==> src/rtl/branch_target_buffer.sv <==
// Fully associative branch target buffer. Fetch looks it up combinationally each cycle;
// execute trains it with resolved branches and allocates taken branches that missed.
module branch_target_buffer #(
  parameter int          XLEN        = 32,
  parameter int          NUM_ENTRIES = 4,
  parameter logic [1:0]  CTR_INIT    = 2'b10
) (
  input  logic            clk,
  input  logic            reset,
  input  logic [XLEN-1:0] lookup_pc_in,
  output logic            hit_out,
  output logic            predict_taken_out,
  output logic [XLEN-1:0] predict_target_out,
  input  logic            update_valid_in,
  input  logic [XLEN-1:0] update_pc_in,
  input  logic            update_taken_in,
  input  logic [XLEN-1:0] update_target_in,
  input  logic            flush_in
);

  localparam int IDX_W = $clog2(NUM_ENTRIES);
  localparam int TAG_W = XLEN - 2;

  logic [NUM_ENTRIES-1:0] r_valid;
  logic [TAG_W-1:0]       r_tag    [NUM_ENTRIES];
  logic [XLEN-1:0]        r_target [NUM_ENTRIES];
  logic [1:0]             r_ctr    [NUM_ENTRIES];
  logic [IDX_W-1:0]       r_ptr;

  logic [TAG_W-1:0] w_lk_tag;
  logic [TAG_W-1:0] w_up_tag;
  logic             w_lk_hit;
  logic [IDX_W-1:0] w_lk_idx;
  logic             w_up_hit;
  logic [IDX_W-1:0] w_up_idx;
  logic             w_free_any;
  logic [IDX_W-1:0] w_free_idx;
  logic [IDX_W-1:0] w_alloc_idx;
  logic             w_upd;
  logic             w_do_alloc;
  logic             w_unused_bits;

  // Instructions are word aligned, so the low PC bits never take part in the tag.
  assign w_lk_tag      = lookup_pc_in[XLEN-1:2];
  assign w_up_tag      = update_pc_in[XLEN-1:2];
  assign w_unused_bits = ^{lookup_pc_in[1:0], update_pc_in[1:0]};

  // Downward scans so that the lowest matching index wins.
  always_comb begin
    w_lk_hit = 1'b0;
    w_lk_idx = '0;
    for (int i = NUM_ENTRIES - 1; i >= 0; i--) begin
      if (r_valid[i] && (r_tag[i] == w_lk_tag)) begin
        w_lk_hit = 1'b1;
        w_lk_idx = IDX_W'(i);
      end
    end
  end

  always_comb begin
    w_up_hit = 1'b0;
    w_up_idx = '0;
    for (int i = NUM_ENTRIES - 1; i >= 0; i--) begin
      if (r_valid[i] && (r_tag[i] == w_up_tag)) begin
        w_up_hit = 1'b1;
        w_up_idx = IDX_W'(i);
      end
    end
  end

  always_comb begin
    w_free_any = 1'b0;
    w_free_idx = '0;
    for (int i = NUM_ENTRIES - 1; i >= 0; i--) begin
      if (!r_valid[i]) begin
        w_free_any = 1'b1;
        w_free_idx = IDX_W'(i);
      end
    end
  end

  assign w_alloc_idx = w_free_any ? w_free_idx : r_ptr;
  assign w_upd       = update_valid_in & ~flush_in;
  assign w_do_alloc  = w_upd & ~w_up_hit & update_taken_in;

  assign hit_out            = w_lk_hit;
  assign predict_taken_out  = w_lk_hit & r_ctr[w_lk_idx][1];
  assign predict_target_out = w_lk_hit ? r_target[w_lk_idx] : '0;

  // Valid bits and the round-robin pointer; the pointer only moves when a valid entry is evicted.
  always_ff @(posedge clk) begin
    if (reset) begin
      r_valid <= '0;
      r_ptr   <= '0;
    end else if (flush_in) begin
      r_valid <= '0;
      r_ptr   <= '0;
    end else if (w_do_alloc) begin
      r_valid[w_alloc_idx] <= 1'b1;
      if (!w_free_any) begin
        r_ptr <= r_ptr + IDX_W'(1);
      end
    end
  end

  // Entry payload needs no reset: it is only observed through a valid bit.
  always_ff @(posedge clk) begin
    if (!reset && w_upd) begin
      if (w_up_hit) begin
        if (update_taken_in) begin
          r_ctr[w_up_idx]    <= (r_ctr[w_up_idx] == 2'b11) ? 2'b11 : r_ctr[w_up_idx] + 2'b01;
          r_target[w_up_idx] <= update_target_in;
        end else begin
          r_ctr[w_up_idx]    <= (r_ctr[w_up_idx] == 2'b00) ? 2'b00 : r_ctr[w_up_idx] - 2'b01;
        end
      end else if (update_taken_in) begin
        r_tag[w_alloc_idx]    <= w_up_tag;
        r_target[w_alloc_idx] <= update_target_in;
        r_ctr[w_alloc_idx]    <= CTR_INIT;
      end
    end
  end

endmodule

==> config.mk <==
export PLATFORM = sky130hd
export DESIGN_NAME = branch_target_buffer
export DESIGN_NICKNAME = d
export VERILOG_FILES = /design/src/rtl/branch_target_buffer.sv
export SDC_FILE = /design/constraint.sdc
export NUM_CORES = 1
export LEC_CHECK = 0
export BUFFER_PORTS_ARGS = -buffer_cell sky130_fd_sc_hd__clkbuf_2
export CORE_MARGIN = 1.5
export CORE_UTILIZATION = 59
export DETAILED_ROUTE_END_ITERATION = 6
export GPL_ROUTABILITY_DRIVEN = 0
export PLACE_DENSITY = 0.8
export SKIP_LAST_GASP = 1
export SYNTH_ARGS = -nofsm -noshare
export SYNTH_HDL_FRONTEND = slang
export SYNTH_SLANG_ARGS = --single-unit
==> constraint.sdc <==
create_clock -name clk -period 5.7 [get_ports clk]
set_input_delay 1.14 -clock clk [delete_from_list [all_inputs] [get_ports clk]]
set_output_delay 1.14 -clock clk [all_outputs]
set_load 0.01 [all_outputs]
-- Yosys cells after proc, flatten, opt, wreduce, memory -nomap -nowiden
Memories as Yosys holds them, arrays and structs flattened.
Cells that the tools add are included.
- bits in registers: 6
- RAM bits: 256
- input bits: 101
- output and inout bits: 34
- word-level logic and storage cells: 92
- memories: 3
- memory list (memory ; words ; bits a word ; read ports ; clocked after Yosys merged registers in ; wr ports ; RTL line ; RTL):
    r_target ; 4 ; 32 ; 1 ; 0 ; 1 ; 26 ; logic [XLEN-1:0] r_target [NUM_ENTRIES];
    r_tag ; 4 ; 30 ; 4 ; 0 ; 1 ; 25 ; logic [TAG_W-1:0] r_tag [NUM_ENTRIES];
    r_ctr ; 4 ; 2 ; 2 ; 0 ; 1 ; 27 ; logic [1:0] r_ctr [NUM_ENTRIES];
- add/sub/neg operators: 3
- order comparisons: 2
- equal/unequal tests: 9
- mux-type cells: 48
- bitwise gates (word level): 9
- reductions and logical operators: 16
- operator list (kind ; count):
    30-bit == test ; 8
    32-bit two-way mux ; 2
    2-bit two-way mux ; 19
    32-bit OR reduction ; 1
    1-bit two-way mux ; 26
    1-bit logical AND ; 10
    2-bit by 1-bit adder with 2-bit output, second input constant ; 2
    1-bit AND ; 4
    4-bit bitwise OR ; 1
    2-bit OR reduction ; 2
    2-bit by 3-bit < comparator with 1-bit output, second input constant ; 1
    1-bit inverter ; 3
    1-bit demux with 2-bit select ; 1
    2-bit == test, second input constant ; 1
    2-bit by 1-bit greater-or-equal comparator with 1-bit output, second input constant ; 1
    2-bit zero test ; 1
    2-bit AND reduction ; 1
    2-bit by 1-bit subtractor with 2-bit output, second input constant ; 1
    1-bit zero test ; 1
    1-bit bitwise OR ; 1

-- Depth between registers and ports, before layout
Gate-level depths: netlist (run 1).
- word-level depth: 11
- mapped depth: 11
- mapped depth without buffers: 9

-- Least setup slack after synthesis (run 1)
OpenSTA, ideal clock, no wires.
- path kind: input port to flip-flop
- start point: input update_pc_in[22]
- end point: memory r_tag[0][0] (netlist bit) (enable)
- library setup time: 0.455 ns
- data arrival time: 4.324 ns
- required time: 5.245 ns
- path slack: 0.921 ns
- cell stages on the path: 9
- path buffers: 2
- cell sequence: clkbuf_1 xor2_1 nor3_1 nand4_1 or2_1 and4b_1 buf_4 nand3_1 nor3_1
- word-level cells in the longest chain between the ends: 9
- elaborated cells between the ends (all ways): 15
- those cells by class: 4 x eq/ne; 7 x mux; 4 x reduce/logical
- ends and longest elaborated chain (item ; RTL line ; RTL):
    from (decl) ; 15 ; input logic [XLEN-1:0] update_pc_in,
    30-bit == test ; 64 ; if (r_valid[i] && (r_tag[i] == w_up_tag)) begin
    1-bit logical AND ; 64 ;
    1-bit two-way mux (3 in a row) ; 64 ;
    1-bit two-way mux (*) ; 64 ;
    1-bit two-way mux (*) ; 109 ; if (w_up_hit) begin
    1-bit two-way mux (*) ; 108 ; if (!reset && w_upd) begin
    1-bit two-way mux (implied by the code) (*) ; 117 ; r_tag[w_alloc_idx] <= w_up_tag;
    to (decl) ; 25 ;
Every way passes the cells marked *; elsewhere a longest branch is shown, timed or not.

-- Worst setup path in the final report (run 1)
- start point: input lookup_pc_in[8]
- end point: output predict_target_out[23]
- word-level cells in the longest chain between the ends: 8
- elaborated cells between the ends (all ways): 18
- those cells by class: 4 x eq/ne; 9 x mux; 4 x reduce/logical; 1 x memory
- ends and longest elaborated chain (item ; RTL line ; RTL):
    from (decl) ; 10 ; input logic [XLEN-1:0] lookup_pc_in,
    30-bit == test ; 53 ; if (r_valid[i] && (r_tag[i] == w_lk_tag)) begin
    1-bit logical AND ; 53 ;
    2-bit two-way mux (4 in a row) ; 53 ;
    memory 4 x 32 bit ; -- ;
    32-bit two-way mux (*) ; 88 ; assign predict_target_out = w_lk_hit ? r_target[w_lk_idx] : '0;
    to (decl) ; 13 ; output logic [XLEN-1:0] predict_target_out,
Marks and branches as above.

==> insert_results.sql, run 1 <==
INSERT INTO impl_metrics (metric_group, metric, value, unit) VALUES
('sta', 'grt_setup_unrepaired', 'false', ''),
('synth', 'synth_edf_count', '256', ''),
('setup_path', 'critPathMaxFanout', '17', ''),
('sta', 'tightestPinTransition', '0.8678', 'ns'),
('job', 'max_cap_violations', '0', ''),
('synth', 'synth_area_per_cell', '13.93', 'µm²'),
('setup_path', 'worst-endpoint-required', '4.56', 'ns'),
('place', 'post-dp-hpwl', '19.73', 'mm'),
('grt', 'initial_antenna_violation_count', '0', ''),
('cts', 'clockRootBuffer', 'clkbuf_16', ''),
('sta', 'finalMaxSlewViolations', '0', ''),
('synth', 'yosysWarnings', '0', ''),
('grt', 'globalRoute.totalOverflow', '0', ''),
('grt', 'gr-usage-all-layers', '0.2702', ''),
('setup_path', 'worstRegToRegCells', '9', ''),
('sta', 'worst_hold_slack_after_final_layout', '0.5506', 'ns'),
('synth', 'ys.flop_type', 'edfxtp_1', ''),
('finish', 'design.final.nets', '1103', ''),
('floorplanning', 'dieArea', '0.02164', 'mm²'),
('synth', 'synth.mux.area_fraction', '0.03226', ''),
('setup_path', 'timing.critical_path.from_type', 'input port', ''),
('sta', 'fin_tns_setup', '0', 'ns'),
('routing', 'antenna_left', '0', ''),
('setup_path', 'reg2reg_setup_slack', '2.07', 'ns'),
('synth', 'synth_cell_type_count', '48', ''),
('finish', 'layout_commonest_cell', 'edfxtp_1', ''),
('setup_path', 'r2r_start', 'r_tag[0][13]$_DFFE_PP_', ''),
('finish', 'layout_common_cells', 'edfxtp_1 (256), xnor2_1 (172), clkbuf_2 (130)', ''),
('sta', 'final_period_minus_worst_setup_slack', '5.137', 'ns'),
('synth', 'total_standard_cell_area_after_synthesis', '0.01225', 'mm²'),
('setup_path', 'endpoint_kind', 'output port', ''),
('floorplanning', 'num_io_pins', '135', ''),
('min_path', 'worst_min_delay_path_endpoint', 'r_ptr[1]$_SDFFE_PP0P_', ''),
('place', 'io_buffer_count', '130', ''),
('grt', 'first_pass_grt_wire_length', '43.78', 'mm'),
('floorplanning', 'die_w', '147.1', 'µm'),
('status', 'outcome', 'completed', ''),
('finish', 'area_delta_synth_final', '13.72', '%'),
('floorplanning', 'floorplan.initialDensity', '0.6037', ''),
('floorplanning', 'row_count', '52', ''),
('pwr', 'leakage', '5.042', 'nW'),
('min_path', 'min_path_type', 'register to register', ''),
('sta', 'timing.clock.skew', '0.006808', 'ns'),
('min_path', 'holdCritStartpoint', 'r_ptr[1]$_SDFFE_PP0P_', ''),
('setup_path', 'crit_type', 'input port to output port', ''),
('routing', 'wire_per_inst', '22.25', 'µm'),
('cts', 'clock_latency', '0.53', 'ns'),
('cts', 'numClockSinks', '262', ''),
('cts', 'cts_tree', 'yes', ''),
('synth', 'synth_adder_area_share', '0', ''),
('synth', 'ys_ff_latch', '262', ''),
('grt', 'grt_pass1_vias', '7585', ''),
('floorplanning', 'core_box_area', '0.02030', 'mm²'),
('synth', 'synth_top_family_by_area', 'XOR/XNOR gates', ''),
('routing', 'drtPass1Iterations', '5', ''),
('routing', 'detail_route.vias_per_cell', '5.872', ''),
('synth', 'yosys.area_share.xor_xnor', '0.1785', ''),
('setup_path', 'worst-endpoint-arrival', '4.00', 'ns'),
('finish', 'number_of_antenna_repair_diodes', '0', ''),
('cts', 'postCtsHoldBufs', '0', ''),
('synth', 'synth-compound-area-share', '0.03645', ''),
('sta', 'timing.final.setup_violations', '0', ''),
('cts', 'cts_resized', '0', ''),
('sta', 'fmax', '0.1946', 'GHz'),
('cts', 'cts_max_level', '1', ''),
('synth', 'syn_inst', '880', ''),
('routing', 'remaining_drc_errors', '0', ''),
('finish', 'fill_cells', '1408', ''),
('cts', 'max-clock-path-buffers', '3', ''),
('min_path', 'timing.hold.worst_path_depth', '2', ''),
('pwr', 'max-vdd-ir-drop', '225.1', 'µV');
## area by class of cell
| class | instances | area [µm²] | area share |
|---|---|---|---|
| inverter | 2 | 7.507 | 0.0005387 |
| clock buffer | 33 | 698.2 | 0.05010 |
| multi-input combinational | 566 | 4167 | 0.2990 |
| sequential | 262 | 7807 | 0.5602 |
| clock inverter | 17 | 157.7 | 0.01131 |
| tap | 270 | 337.8 | 0.02424 |
| timing repair buffer | 143 | 760.7 | 0.05459 |
## report_power, final
group          total, W  internal (W)  leakage (nW)  switching [W]
registers       0.00213       0.00213          2.35     0.00000531
clock network   0.00171       0.00100         0.426       0.000704
logic          0.000223     0.0000854          2.26       0.000137
## worst max-delay path, cell delays in order
cell      delay (ns)
clkbuf_2        0.14
xnor2_1         0.30
nand4_1         0.22
nor4_1          0.38
nand4_1         0.26
nor2b_1         0.25
o21ai_4         0.52
buf_12          0.27
mux2i_1         0.09
o21ai_0         0.24
clkbuf_2        0.18
## kinds of logic after synthesis
group | after synthesis
flip-flops | 262
multiplexers | 39
buffers and inverters | 52
XOR/XNOR | 242
AND/OR/NAND/NOR | 202
AO/OA/AOI/OAI | 83
## routing by layer
metal | part of all wire | global-route usage | vias up
met2 | 0.48 | 0.4343 | 387
li1 | - | - | 3442
met4 | 0.034 | 0.09400 | 0
met1 | 0.40 | 0.3812 | 3695
met5 | 0 | 0 | -
met3 | 0.090 | 0.03851 | 68
## cells in the mapped netlist (2+ instances only)
cell / n / area share
nand4_1: 50 / 0.026
buf_2: 5 / 0.0020
nor3_1: 8 / 0.0033
o21a_1: 2 / 0.0012
clkbuf_1: 24 / 0.0074
and4b_1: 2 / 0.0016
nand3_1: 7 / 0.0029
nor4_4: 2 / 0.0035
nor4_1: 23 / 0.012
xor2_1: 61 / 0.044
buf_4: 5 / 0.0031
edfxtp_1: 256 / 0.63
dfxtp_1: 6 / 0.0098
o21ai_1: 13 / 0.0053
inv_1: 2 / 0.00061
and3_1: 2 / 0.0010
nor2_1: 16 / 0.0049
mux2i_1: 38 / 0.031
o21ai_0: 57 / 0.023
xnor2_2: 9 / 0.012
buf_6: 15 / 0.014
xnor2_1: 172 / 0.12
nand2_1: 76 / 0.023
or4_1: 2 / 0.0012
a21oi_1: 4 / 0.0016
## sequential cells by signal (all words and copies together), names as in the netlist
register	flops
r_target	128
r_valid	4
r_ptr	2
r_tag	120
r_ctr	8
## metrics by stage
stage          power (W)  cell area (µm²)  setup slack, ns  std cells    util
6_report        0.004062            13940           0.5625       1293  0.6865
5_1_grt         0.004163            13940           0.4170       1293  0.6865
4_1_cts         0.004073            13940           0.6061       1293  0.6865
3_5_place_dp    0.002389            13080           0.5999       1243  0.6444
3_3_place_gp    0.002385            13080           0.7036       1243  0.6444
2_1_floorplan   0.002293            12250           0.9210        880       -
## worst max path at each step
stage,end,from,cells after the start
2_1_floorplan,r_tag[0][0]$_DFFE_PP_,update_pc_in[22],9
3_3_place_gp,predict_target_out[23],lookup_pc_in[8],11
3_5_place_dp,predict_target_out[23],lookup_pc_in[8],11
4_1_cts,predict_target_out[23],lookup_pc_in[8],11
5_1_grt,predict_target_out[23],lookup_pc_in[8],11
6_report,predict_target_out[23],lookup_pc_in[8],11
No activity file was read; power rests on OpenSTA's default activity.
==> run 2, diff against run 1 <==
--- a/config.mk
+++ b/config.mk
@@ -6,11 +6,13 @@
 export NUM_CORES = 1
 export LEC_CHECK = 0
 export BUFFER_PORTS_ARGS = -buffer_cell sky130_fd_sc_hd__clkbuf_2
+export CELL_PAD_IN_SITES_DETAIL_PLACEMENT = 0
+export CELL_PAD_IN_SITES_GLOBAL_PLACEMENT = 2
 export CORE_MARGIN = 1.5
-export CORE_UTILIZATION = 59
+export CORE_UTILIZATION = 37
 export DETAILED_ROUTE_END_ITERATION = 6
 export GPL_ROUTABILITY_DRIVEN = 0
-export PLACE_DENSITY = 0.8
+export PLACE_DENSITY_LB_ADDON = 0.1
 export SKIP_LAST_GASP = 1
 export SYNTH_ARGS = -nofsm -noshare
 export SYNTH_HDL_FRONTEND = slang
==> constraint.sdc (replaced) <==
create_clock -name clk -period 4.7 [get_ports clk]
set_input_delay 0.94 -clock clk [delete_from_list [all_inputs] [get_ports clk]]
set_output_delay 0.94 -clock clk [all_outputs]
set_load 0.01 [all_outputs]
==> insert_results.sql, run 2 (same netlist as run 1, synthesis figures left out) <==
INSERT INTO impl_metrics (metric_group, metric, value, unit) VALUES
('place', 'io_buffer_count', '130', ''),
('floorplanning', 'chipHeight', '185.0', 'µm'),
('routing', 'topRoutingLayerUsed', 'met4', ''),
('setup_path', 'worst_path_largest_cell_delay', '0.59', 'ns'),
('cts', 'postCtsHoldBufs', '0', ''),
('grt', 'initial_antenna_violation_count', '0', ''),
('routing', 'drt-met1-wl', '15.69', 'mm'),
('floorplanning', 'row_count', '66', ''),
('routing', 'num_vias', '7390', ''),
('setup_path', 'endpoint_kind', 'output port', ''),
('finish', 'largest-register', 'r_target', ''),
('finish', 'reg_top3', 'r_target (128), r_tag (120), r_ctr (8)', ''),
('setup_path', 'regToRegEndpoint', 'r_ctr[2][1]$_DFFE_PP_', ''),
('sta', 'finalHoldViolCount', '0', ''),
('setup_path', 'cpLargestDelayFamily', 'simple AND/OR/NAND/NOR gates', ''),
('grt', 'gr-usage-all-layers', '0.1955', ''),
('sta', 'finalMaxSlewViolations', '0', ''),
('cts', 'cts_tree', 'yes', ''),
('sta', 'timing.clock.skew', '0.02125', 'ns'),
('sta', 'final_worst_path_period_share', '0.9440', ''),
('routing', 'detail_route.vias_per_cell', '4.950', ''),
('floorplanning', 'core_box_area', '0.03254', 'mm²'),
('sta', 'grt_setup_unrepaired', 'false', ''),
('finish', 'area_delta_synth_final', '18.88', '%'),
('finish', 'largest_register_ffs', '128', ''),
('grt', 'largest_net_degree_at_the_start_of_global_routing', '43', ''),
('routing', 'totalWireLength', '32.72', 'mm'),
('cts', 'cts_max_level', '1', ''),
('cts', 'max-clock-path-buffers', '3', ''),
('sta', 'worst_hold_slack_after_final_layout', '0.5431', 'ns'),
('sta', 'postLayoutSetupSlackWorst', '0.2633', 'ns'),
('pwr', 'power.density_cell_area', '359.6', 'mW/mm²'),
('pwr', 'leakage', '5.227', 'nW'),
('setup_path', 'crit_type', 'input port to output port', ''),
('routing', 'drtPass1Iterations', '5', ''),
('routing', 'detailedRoute.firstIterationViolations', '471', ''),
('setup_path', 'cpMaxStageDelayCell', 'or4_1', ''),
('min_path', 'worst_min_delay_path_endpoint', 'r_ptr[1]$_SDFFE_PP0P_', ''),
('floorplanning', 'floorplan.initialDensity', '0.3766', ''),
('finish', 'number_of_antenna_repair_diodes', '0', ''),
('setup_path', 'worst-endpoint-required', '3.76', 'ns'),
('routing', 'antenna_left', '0', ''),
('pwr', 'max-vdd-ir-drop', '283.5', 'µV'),
('cts', 'numCtsBuffers', '31', ''),
('sta', 'relSlewSlack', '0.2759', ''),
('grt', 'globalRoute.totalOverflow', '0', ''),
('setup_path', 'crit_chain', 'clkbuf_2, xnor2_1, nand4_1, or4_1, nor4_4, o21ai_4, buf_4, buf_12, mux2i_1, o21ai_1, clkbuf_2', ''),
('grt', 'grt_pass1_vias', '7374', ''),
('finish', 'layout_commonest_cell', 'edfxtp_1', ''),
('place', 'post-dp-hpwl', '23.76', 'mm'),
('floorplanning', 'num_io_pins', '135', ''),
('floorplanning', 'dieArea', '0.03422', 'mm²'),
('setup_path', 'critPathMaxFanout', '8', ''),
('job', 'max_cap_violations', '0', ''),
('cts', 'clock_latency', '0.56', 'ns'),
('min_path', 'min_path_type', 'register to register', ''),
('routing', 'remaining_drc_errors', '0', ''),
('routing', 'routed-wl-met2', '14.53', 'mm'),
('setup_path', 'r2r_start', 'r_tag[0][16]$_DFFE_PP_', ''),
('cts', 'numClockSinks', '262', ''),
('min_path', 'holdCritStartpoint', 'r_ptr[1]$_SDFFE_PP0P_', ''),
('setup_path', 'timing.critical_path.from_type', 'input port', ''),
('setup_path', 'worstRegToRegCells', '9', ''),
('cts', 'post-cts-setup-buffers', '0', ''),
('setup_path', 'worst-endpoint-arrival', '3.50', 'ns'),
('place', 'preCtsSetupSlack', '0.2028', 'ns'),
('min_path', 'timing.hold.worst_path_depth', '2', ''),
('sta', 'final_period_minus_worst_setup_slack', '4.437', 'ns'),
('sta', 'fmax', '0.2254', 'GHz'),
('finish', 'post_route_cells_drive_above_1_share', '0.2226', ''),
('setup_path', 'buffers_and_inverters_on_the_worst_path', '4', ''),
('setup_path', 'crit_top_cell', 'clkbuf_2', ''),
('routing', 'wire_per_inst', '21.92', 'µm'),
('floorplanning', 'die_w', '185.0', 'µm'),
('routing', 'detailroute.wirelength.met3', '1.822', 'mm'),
('sta', 'tightestPinTransition', '1.084', 'ns'),
('status', 'outcome', 'completed', ''),
('setup_path', 'reg2reg_setup_slack', '1.24', 'ns'),
('sta', 'timing.final.setup_violations', '0', ''),
('grt', 'first_pass_grt_wire_length', '47.82', 'mm'),
('sta', 'fin_tns_setup', '0', 'ns'),
('cts', 'clockRootBuffer', 'clkbuf_16', ''),
('cts', 'clkTransAtPathRegs', '0.06', 'ns'),
('finish', 'design.final.nets', '1127', ''),
('finish', 'layout_common_cells', 'edfxtp_1 (256), xnor2_1 (172), clkbuf_2 (130)', '');
run 2: what timing repair did:
action,4_1_cts,5_1_grt
resized for setup,0,1
endpoints found under the setup margin,0,1
endpoints found under the hold margin,0,0
run 2: per-layer routing:
metal  vias to the layer above  track usage
met5                         -            0
met4                         0      0.04715
met3                        41      0.03578
met2                       192       0.2986
met1                      3654       0.2872
li1                       3503            -
run 2: through the flow:
| step | utilization | total power [W] | cell area (µm²) | std cells |
|---|---|---|---|---|
| after CTS | 0.4475 | 0.005295 | 14560 | 1493 |
| after global placement | 0.4166 | 0.002920 | 13560 | 1435 |
| after global routing | 0.4477 | 0.005410 | 14570 | 1493 |
| after floorplan | - | 0.002780 | 12250 | 880 |
| after detailed placement | 0.4166 | 0.002920 | 13560 | 1435 |
| final | 0.4477 | 0.005239 | 14570 | 1493 |
run 2: worst register-to-register path, stage by stage (launching register included):
cell and delay [ns]:
edfxtp_1 0.42, xnor2_1 0.36, nand4_1 0.27, or4_4 0.63, nor4_4 0.24, a21o_1 0.30
mux2i_1 0.13, mux2i_1 0.30, o21ai_0 0.18, a221oi_2 0.40
run 2: cell type report:
class | count | area (µm²)
Fill cell | 3033 | 17970
Sequential cell | 262 | 7807
Multi-Input combinational cell | 566 | 4183
Timing Repair Buffer | 163 | 1011
Clock buffer | 46 | 842.1
Tap cell | 442 | 553.0
Clock inverter | 12 | 163.9
Inverter | 2 | 7.507
run 2: worst max path at each step:
stage | from | to | slack, ns | cells past startpoint
2_1_floorplan | update_pc_in[22] | r_tag[0][0]$_DFFE_PP_ | 0.12 | 9
3_3_place_gp | lookup_pc_in[8] | predict_target_out[17] | 0.19 | 10
3_5_place_dp | lookup_pc_in[8] | predict_target_out[8] | 0.20 | 11
4_1_cts | lookup_pc_in[8] | predict_target_out[8] | 0.19 | 11
5_1_grt | lookup_pc_in[8] | predict_target_out[22] | 0.04 | 11
6_report | lookup_pc_in[8] | predict_target_out[0] | 0.26 | 11
run 2: where the power goes:
group | leakage [nW] | switching [W] | total [W] | internal [W]
combinational | 2.39 | 0.000177 | 0.000285 | 0.000108
clock | 0.488 | 0.000916 | 0.00237 | 0.00145
sequential | 2.35 | 0.00000620 | 0.00259 | 0.00258
